File: src/rtl/clk_gate_ctrl_pkg.sv
// Shared types and helpers for the clock-gate sequencer.
// Latency: n/a (types and constant functions only).
// Backpressure: n/a.
package clk_gate_ctrl_pkg;

   typedef enum logic [1:0] {
      OFF   = 2'd0,
      WAKE  = 2'd1,
      ON    = 2'd2,
      DRAIN = 2'd3
   } cg_state_e;

   // Width of the shared WAKE/DRAIN down-counter: it must hold max(wake, idle).
   function automatic int cg_cnt_width(input int wake_cycles, input int idle_cycles);
      int max_cycles;
      max_cycles = (wake_cycles > idle_cycles) ? wake_cycles : idle_cycles;
      return $clog2(max_cycles + 1);
   endfunction

endpackage

File: src/rtl/cg_down_counter.sv
// Loadable down-counter with zero flag; load has priority over decrement.
// Latency: load/decrement take effect on the next clock edge; zero is combinational.
// Backpressure: none; decrement saturates at zero.
module cg_down_counter #(
   parameter int WIDTH = 3
) (
   input  logic             clock,
   input  logic             reset,
   input  logic             load,
   input  logic [WIDTH-1:0] load_val,
   input  logic             dec,
   output logic             zero
);

   logic [WIDTH-1:0] cnt_q;

   assign zero = (cnt_q == '0);

   always_ff @(posedge clock) begin
      if (reset) begin
         cnt_q <= '0;
      end else if (load) begin
         cnt_q <= load_val;
      end else if (dec && !zero) begin
         cnt_q <= cnt_q - 1'b1;
      end
   end

endmodule

File: src/rtl/clk_gate_ctrl.sv
// Sequences E/TE of an external clock-gate cell: wake, settle, ack, drain with hysteresis.
// Latency: ack WAKE_CYCLES edges after demand is sampled; cg_en drops IDLE_CYCLES edges after keep falls.
// Backpressure: busy holds the gate open but never wakes it; dft_te bypasses sequencing via TE.
module clk_gate_ctrl
   import clk_gate_ctrl_pkg::*;
#(
   parameter int NUM_REQ     = 2,
   parameter int WAKE_CYCLES = 2,
   parameter int IDLE_CYCLES = 4
) (
   input  logic               clock,
   input  logic               reset,
   input  logic [NUM_REQ-1:0] req,
   output logic [NUM_REQ-1:0] ack,
   input  logic               busy,
   input  logic               force_on,
   input  logic               dft_te,
   output logic               cg_en,
   output logic               cg_te,
   output logic               gate_on
);

   localparam int CNT_W = cg_cnt_width(WAKE_CYCLES, IDLE_CYCLES);
   localparam logic [CNT_W-1:0] WAKE_LOAD = CNT_W'(WAKE_CYCLES - 1);
   localparam logic [CNT_W-1:0] IDLE_LOAD = CNT_W'(IDLE_CYCLES - 1);

   cg_state_e        state_q;
   cg_state_e        state_d;
   logic             cnt_load;
   logic [CNT_W-1:0] cnt_load_val;
   logic             cnt_dec;
   logic             cnt_zero;
   logic             demand;
   logic             keep;

   assign demand = (|req) | force_on;
   assign keep   = demand | busy;

   cg_down_counter #(
      .WIDTH (CNT_W)
   ) u_cnt (
      .clock    (clock),
      .reset    (reset),
      .load     (cnt_load),
      .load_val (cnt_load_val),
      .dec      (cnt_dec),
      .zero     (cnt_zero)
   );

   always_comb begin
      state_d      = state_q;
      cnt_load     = 1'b0;
      cnt_load_val = '0;
      cnt_dec      = 1'b0;
      unique case (state_q)
         OFF: begin
            if (demand) begin
               state_d      = WAKE;
               cnt_load     = 1'b1;
               cnt_load_val = WAKE_LOAD;
            end
         end
         // Dropping demand here does not abort; the domain settles and then drains.
         WAKE: begin
            if (cnt_zero) begin
               state_d = ON;
            end else begin
               cnt_dec = 1'b1;
            end
         end
         ON: begin
            if (!keep) begin
               state_d      = DRAIN;
               cnt_load     = 1'b1;
               cnt_load_val = IDLE_LOAD;
            end
         end
         DRAIN: begin
            if (keep) begin
               state_d = ON;
            end else if (cnt_zero) begin
               state_d = OFF;
            end else begin
               cnt_dec = 1'b1;
            end
         end
         default: state_d = OFF;
      endcase
   end

   always_ff @(posedge clock) begin
      if (reset) begin
         state_q <= OFF;
         cg_en   <= 1'b0;
      end else begin
         state_q <= state_d;
         cg_en   <= (state_d != OFF);
      end
   end

   // TE path is deliberately outside the FSM so scan never depends on sequencer state.
   assign cg_te   = dft_te;
   assign ack     = (state_q == ON) ? req : '0;
   assign gate_on = (state_q == ON) || (state_q == DRAIN);

endmodule
File: config.mk
export PLATFORM = sky130hd
export DESIGN_NAME = clk_gate_ctrl
export DESIGN_NICKNAME = d
export VERILOG_FILES = /design/src/rtl/clk_gate_ctrl_pkg.sv /design/src/rtl/cg_down_counter.sv /design/src/rtl/clk_gate_ctrl.sv
export SDC_FILE = /design/constraint.sdc
export NUM_CORES = 1
export LEC_CHECK = 0
export CAP_MARGIN = 25
export CORE_AREA = 8 8 45 47
export DETAILED_ROUTE_END_ITERATION = 16
export DIE_AREA = 0 0 53 55
export GPL_ROUTABILITY_DRIVEN = 0
export GPL_TIMING_DRIVEN = 0
export PLACE_DENSITY = 0.63
export SLEW_MARGIN = 10
export SYNTH_ARGS = -nofsm -noshare
export SYNTH_HDL_FRONTEND = slang
export SYNTH_SLANG_ARGS = --single-unit
File: constraint.sdc
create_clock -name clock -period 1.25 [get_ports clock]
set_input_delay 0.25 -clock clock [delete_from_list [all_inputs] [get_ports clock]]
set_output_delay 0.25 -clock clock [all_outputs]
set_load 0.05 [all_outputs]
==> flow_summary.ini, run 1 <==
[clock_network]
ctsLongestPathBuffers = 2
clock_tree.root_cell = sky130_fd_sc_hd__clkbuf_4
clk-insertion-delay-late_ps = 250
clk_pin_slew_worst_paths_ps = 50
numCtsBuffers = 3
cts_max_level = 1
cts-hold-fix-buffers = 0
clkSinkCount = 6
cts_tree = yes

[detailed_routing]
via_count = 353
detail_route.drc_violations = 0
detailedRoute.firstPassIterationCount = 4
viasPerCell = 4.707
detail_route.wirelength_mm = 1.022
antenna_violating_nets_post_route = 0
detail_route.iter0.violations = 5
post_drt_wl_per_cell_um = 13.63

[yosys]
synth_most_common_cell = sky130_fd_sc_hd__dfxtp_1
synthDominantCellAreaShare_pct = 32.43
mappedNetlistNets = 49
synth-compound-area-share_pct = 23.99
synthTopCellsByCount = 6 x sky130_fd_sc_hd__dfxtp_1, 4 x sky130_fd_sc_hd__nor2_1, 3 x sky130_fd_sc_hd__inv_1, 3 x sky130_fd_sc_hd__nor3_1
netlist_top_cells_area = sky130_fd_sc_hd__dfxtp_1 32%, sky130_fd_sc_hd__o41ai_4 7.4%, sky130_fd_sc_hd__ha_1 6.8%
synth-simple-area-share_pct = 28.38
synth.ff_latch_count = 6
synthAdderAreaFrac_pct = 6.757
dominant_combinational_cell_family_by_area_after_synthesis = simple AND/OR/NAND/NOR gates
post_synth_inst_count = 40
mappedNetlistArea_sq_um = 370.4
post_synth_xor_area_fraction_pct = 2.365
post_synth_mux_area_share_pct = 0
synth-seq-area-share_pct = 32.43
yosys.cell_types.count = 25
synth_edf_count = 0
yosys_most_used_dff = sky130_fd_sc_hd__dfxtp_1
ys_async_sr_fraction_pct = 0
warnings_from_yosys = 0
syn_area_per_cell_sq_um = 9.259
synthDominantAreaCellType = sky130_fd_sc_hd__dfxtp_1

[timing]
unrepaired_setup_endpoints_after_global_routing = true
fmax_ghz = 0.7753
relSlewSlack_pct = 67.50
min_period_ps = 1290
setup_viol_count_final = 5
timing_worst_slew_pin_value_ps = 489.4
post-route-period-util_pct = 103.2
clock-skew-final_ps = 7.371
hold_viol_final = 0
timing_max_transition_violations_final = 0
setup_tns_ps = -105.1
final.setup.worst_slack_ps = -39.77

[final_layout]
synthToLayoutAreaGrowth_pct = 70.95
design.final.nets = 70
antenna_diode_count = 0
final_layout_size_suffix_gt1_share_pct = 61.02
stdcell_area_sq_um = 633.1

[placed_design]
postPlaceCellArea_sq_um = 515.5
buffer_ports.inserted = 10
detailedPlacementHpwl_um = 680.9

[worst_setup_path]
worst_setup_path_endpoint = ack[0]
critPathLaunchType = flip-flop
critical_path.endpoint_type = primary output
arrival_ps = 1040
regToRegEndpoint = u_cnt.cnt_q[1]
cpLargestDelayFamily = flip-flops
path_buf_inv = 2
slowest_stage = sky130_fd_sc_hd__dfxtp_4
worstRegToRegCells = 7
critical_path_peak_fanout = 4
startpoint = state_q[1]
criticalPathCategory = flip-flop to primary output
critical_path_required_ps = 1000
timing.reg2reg.setup_slack_ps = -20
cp_cell_sequence = inv_4, nor3b_4, buf_6
critical_path_cell_count = 3
crit-reg2reg-launch = u_cnt.cnt_q[0]
critical-path-max-stage-delay_ps = 370

[global_route]
antenna_violations_before_repair = 0
gr-usage-all-layers_pct = 7.600
grt_max_degree = 9
grt_pass1_wl_mm = 1.607
grt_overflow = 0
vias_in_the_first_global_route = 374

[power]
p_clk_share_pct = 14.2
leakagePower_uw = 0.0002387
power_density_mw_per_mm2 = 2033
netSwitchingPower_uw = 548.5
power_frac_comb_pct = 59.0
power_switching_share_pct = 42.61
power.internal_uw = 738.8
ir_drop_uv = 814.9
power_frac_seq_pct = 26.8

[outcome]
failed_checks = negative setup slack
outcome = finished, violations left

[floorplanning]
num_io_pins = 12
die_x_um = 53
floorplan.initialDensity_pct = 26.76
die_y_um = 55
fp.coreArea_sq_mm = 0.001384
floorplan.die_area_sq_mm = 0.002915
floorplan_row_count = 14

[flow_run]
drv_cap = 0

[min_path]
min-delay-path-class = input port to flip-flop
==> worst min-delay path: stages <==
cell                      delay (ps)
sky130_fd_sc_hd__buf_2           130
sky130_fd_sc_hd__nor3_1           70
sky130_fd_sc_hd__a21oi_1         120
==> cell usage in the layout (no fill, tap or decap), types with 2 or more instances in the layout <==
| master | instances |
|---|---|
| sky130_fd_sc_hd__clkdlybuf4s15_2 | 3 |
| sky130_fd_sc_hd__clkbuf_4 | 4 |
| sky130_fd_sc_hd__buf_6 | 2 |
| sky130_fd_sc_hd__dfxtp_2 | 3 |
| sky130_fd_sc_hd__nor2_1 | 4 |
| sky130_fd_sc_hd__nor3_1 | 2 |
| sky130_fd_sc_hd__inv_2 | 2 |
| sky130_fd_sc_hd__nor3b_4 | 2 |
| sky130_fd_sc_hd__dlygate4sd2_1 | 2 |
| sky130_fd_sc_hd__buf_4 | 7 |
| sky130_fd_sc_hd__nand2b_1 | 2 |
| sky130_fd_sc_hd__dfxtp_1 | 2 |
==> sequential cells by signal, summed over array words and instances, names as in the netlist <==
| signal | flops |
|---|---|
| u_cnt.cnt_q | 3 |
| state_q | 2 |
| cg_en | 1 |
==> layer usage <==
layer / GRT usage, % / up-vias / routed length, um
li1: - / 184 / -
met1: 6.849 / 156 / 359
met2: 13.28 / 13 / 522
met3: 6.150 / 0 / 140
met4: 1.293 / 0 / 0
met5: 0 / - / 0
==> worst min-delay path by stage <==
| stage | startpoint | to | cells past startpoint |
|---|---|---|---|
| detailed placement | u_cnt.cnt_q[1] | u_cnt.cnt_q[1] | 2 |
| global placement | u_cnt.cnt_q[1] | u_cnt.cnt_q[1] | 2 |
| CTS | req[1] | cg_en | 3 |
| floorplan | reset | state_q[0] | 1 |
| global route | req[1] | cg_en | 3 |
| finish | req[1] | cg_en | 3 |
==> what timing repair did <==
item	4_1_cts	5_1_grt
setup endpoints to repair	10	8
pin swaps	8	4
gates resized for setup	44	5
buffers inserted	5	1
hold endpoints to repair	0	0
==> power by group through the flow <==
stage               Sequential (uW)  Clock (uW)  Combinational (uW)
floorplan                       327           0                 398
global placement                331           0                 519
detailed placement              333           0                 529
CTS                             339         192                 658
global route                    355         200                 827
finish                          345         183                 759
==> metrics by stage <==
| step | total power [uW] | hold slack [ps] | worst slack [ps] | cells | util [%] |
|---|---|---|---|---|---|
| after floorplan | 724.3 | 315.0 | 13.53 | 40 | - |
| after global placement | 850.2 | 489.0 | -857.2 | 66 | 37.25 |
| after detailed placement | 861.8 | 504.2 | -879.0 | 66 | 37.25 |
| after CTS | 1189 | 360.8 | -54.67 | 74 | 43.22 |
| after global routing | 1383 | 368.2 | -97.93 | 75 | 45.75 |
| final | 1287 | 365.5 | -39.77 | 75 | 45.75 |
==> final cells by class <==
type	instances	area, sq um
fill	138	750.7
multi-input combinational	29	296.5
timing repair buffer	16	141.4
sequential	6	127.6
clock buffer	3	22.52
tap	16	20.02
inverter	3	13.76
buffer	2	11.26
==> logic make-up after synthesis <==
family / Yosys count
flops: 6
compound gates: 9
buf+inv: 5
fa+ha+maj: 2
xor+xnor: 1
simple gates: 17
No activity file was read; power rests on OpenSTA's default activity.
==> inputs of run 2 (changes only) <==
PLACE_DENSITY = 0.61   (was 0.63)
clock period = 1.2 ns   (was 1.25 ns; I/O delays follow)
==> run 2 against run 1 <==
  * The flow still finishes with violations (negative setup slack)
  * Sequential power grew 4%
  * Wire length down 4.8%
  * Clock skew is 3.4 ps lower
  * First-iteration DRC count decreased by 20%
  * Flip-flop and latch count unchanged
  * Largest power group unchanged
==> flow_summary.ini, run 2 (synthesis results as in run 1) <==
[outcome]
outcome = finished, violations left
failed_checks = negative setup slack

[floorplanning]
die_y_um = 55
floorplan.initialDensity_pct = 26.76
floorplan_row_count = 14
num_io_pins = 12
fp.coreArea_sq_mm = 0.001384
die_x_um = 53
floorplan.die_area_sq_mm = 0.002915

[clock_network]
clock_tree.root_cell = sky130_fd_sc_hd__clkbuf_4
cts_max_level = 1
clk-insertion-delay-late_ps = 240
cts_tree = yes
numCtsBuffers = 3
clkSinkCount = 6
ctsLongestPathBuffers = 2
clk_pin_slew_worst_paths_ps = 40

[global_route]
grt_overflow = 0
grt_max_degree = 9
gr-usage-all-layers_pct = 7.983
grt_pass1_wl_mm = 1.718
vias_in_the_first_global_route = 397
antenna_violations_before_repair = 0

[worst_setup_path]
criticalPathCategory = input port to flip-flop
arrival_ps = 1410
slowest_stage = sky130_fd_sc_hd__or3_4
critical-path-max-stage-delay_ps = 430
timing.reg2reg.setup_slack_ps = -60
cp_cell_sequence = dlygate4sd2_1, or3_4, o2111ai_2, xor2_1, nor4_2
critical_path_required_ps = 1320
startpoint = force_on
regToRegEndpoint = u_cnt.cnt_q[2]
worstRegToRegCells = 5
critical_path.endpoint_type = flip-flop
crit-reg2reg-launch = state_q[1]
critPathLaunchType = input port
critical_path_peak_fanout = 4

[power]
leakagePower_uw = 0.0002444
ir_drop_uv = 919.9
total_power_uw = 1322
power_density_mw_per_mm2 = 2113

[timing]
clock-skew-final_ps = 3.967
timing_max_transition_violations_final = 0
fmax_ghz = 0.7756
setup_viol_count_final = 8
relSlewSlack_pct = 67.73
post-route-period-util_pct = 107.5
unrepaired_setup_endpoints_after_global_routing = true
hold_viol_final = 0
final.setup.worst_slack_ps = -89.40
min_period_ps = 1289
timing.hold.ws_ps = 361.1
timing_worst_slew_pin_value_ps = 486.0

[detailed_routing]
detail_route.wirelength_um = 973
detail_route.iter0.violations = 4
detail_route.drc_violations = 0
detailedRoute.firstPassIterationCount = 4
antenna_violating_nets_post_route = 0
post_drt_wl_per_cell_um = 12.80
viasPerCell = 4.829
via_count = 367

[final_layout]
reg.largest.list = u_cnt.cnt_q (3), state_q (2), cg_en (1)
antenna_diode_count = 0
stdcell_area_sq_um = 625.6
largest-register = u_cnt.cnt_q
post-route-util_pct = 45.21
mostFrequentLayoutCell = sky130_fd_sc_hd__buf_4
design.final.nets = 71
max_reg_flops = 3
synthToLayoutAreaGrowth_pct = 68.92
num-fill-cells = 147
layout.cells.most_common_list = 7 x sky130_fd_sc_hd__buf_4, 4 x sky130_fd_sc_hd__nor2_1, 4 x sky130_fd_sc_hd__clkbuf_4
final_layout_size_suffix_gt1_share_pct = 56.67

[min_path]
timing.hold.worst_path_depth = 3
hold_path_end = cg_en
timing.hold.worst.start = req[1]
min-delay-path-class = input port to flip-flop

[placed_design]
detailedPlacementHpwl_um = 650.5
buffer_ports.inserted = 10
pre_cts_ws_ps = -901.0
postPlaceCellArea_sq_um = 528.0

[flow_run]
drv_cap = 0
-- run 2: changes by cell type in the layout (fill, tap and decap cells not counted), sizes merged --
cell / before / now
buf: 10 / 11
clkdlybuf4s18: 0 / 1
clkdlybuf4s15: 3 / 2
-- run 2: per-layer routing --
| layer | global-route usage, % | part of all wire (%) |
|---|---|---|
| met1 | 8.676 | 47 |
| met2 | 12.70 | 45 |
| met3 | 4.011 | 7.8 |
| met4 | 3.879 | 0 |
| met5 | 0 | 0 |
-- run 2: how the worst max path moves through the flow --
stage / endpoint / slack (ps) / cells past startpoint
3_3_place_gp: ack[0] / -890 / 3
5_1_grt: u_cnt.cnt_q[0] / -100 / 5
3_5_place_dp: ack[1] / -900 / 3
4_1_cts: u_cnt.cnt_q[2] / -80 / 5
2_1_floorplan: u_cnt.cnt_q[2] / -3 / 4
6_report: u_cnt.cnt_q[2] / -90 / 5
-- run 2: critical path, delay by kind of cell --
kind,cells,cell delay [ps]
xor gates and xnor gates,1,190
and+or+nand+nor,2,480
AOI/OAI and AO/OA,1,210
buffers and inverters,1,280
-- run 2: layout make-up --
| type | instances | area [sq um] | share of cell area (%) |
|---|---|---|---|
| Sequential cell | 6 | 130.1 | 20.80 |
| Tap cell | 16 | 20.02 | 3.200 |
| Timing Repair Buffer | 17 | 150.1 | 24.00 |
| Clock buffer | 3 | 22.52 | 3.600 |
| Buffer | 2 | 11.26 | 1.800 |
| Multi-Input combinational cell | 29 | 277.8 | 44.40 |
| Inverter | 3 | 13.76 | 2.200 |
-- run 2: report_power, final --
part	switching [uW]	internal, uW
clock network	65.5	113
registers	78.9	279
logic	397	388
total	542	780
-- run 2: per-stage QoR --
step | cells | setup TNS, ps
after CTS | 76 | -218.7
after floorplan | 40 | -3.400
after detailed placement | 66 | -5054
after global placement | 66 | -4957
final | 76 | -286.5
after global routing | 76 | -742.2
-- run 2: repair_timing --
| action | 4_1_cts | 5_1_grt |
|---|---|---|
| hold buffers | 0 | 0 |
| pin swaps | 7 | 1 |
| endpoints found under the setup margin | 10 | 10 |
| buffers inserted | 7 | 0 |
| gates resized for setup | 41 | 3 |
==> inputs of run 3 (changes only) <==
ABC_CLOCK_PERIOD_IN_PS = 1200   (was not set)
==> results of run 3 <==
Final layout, timing and power as in run 2 (identical DEF).
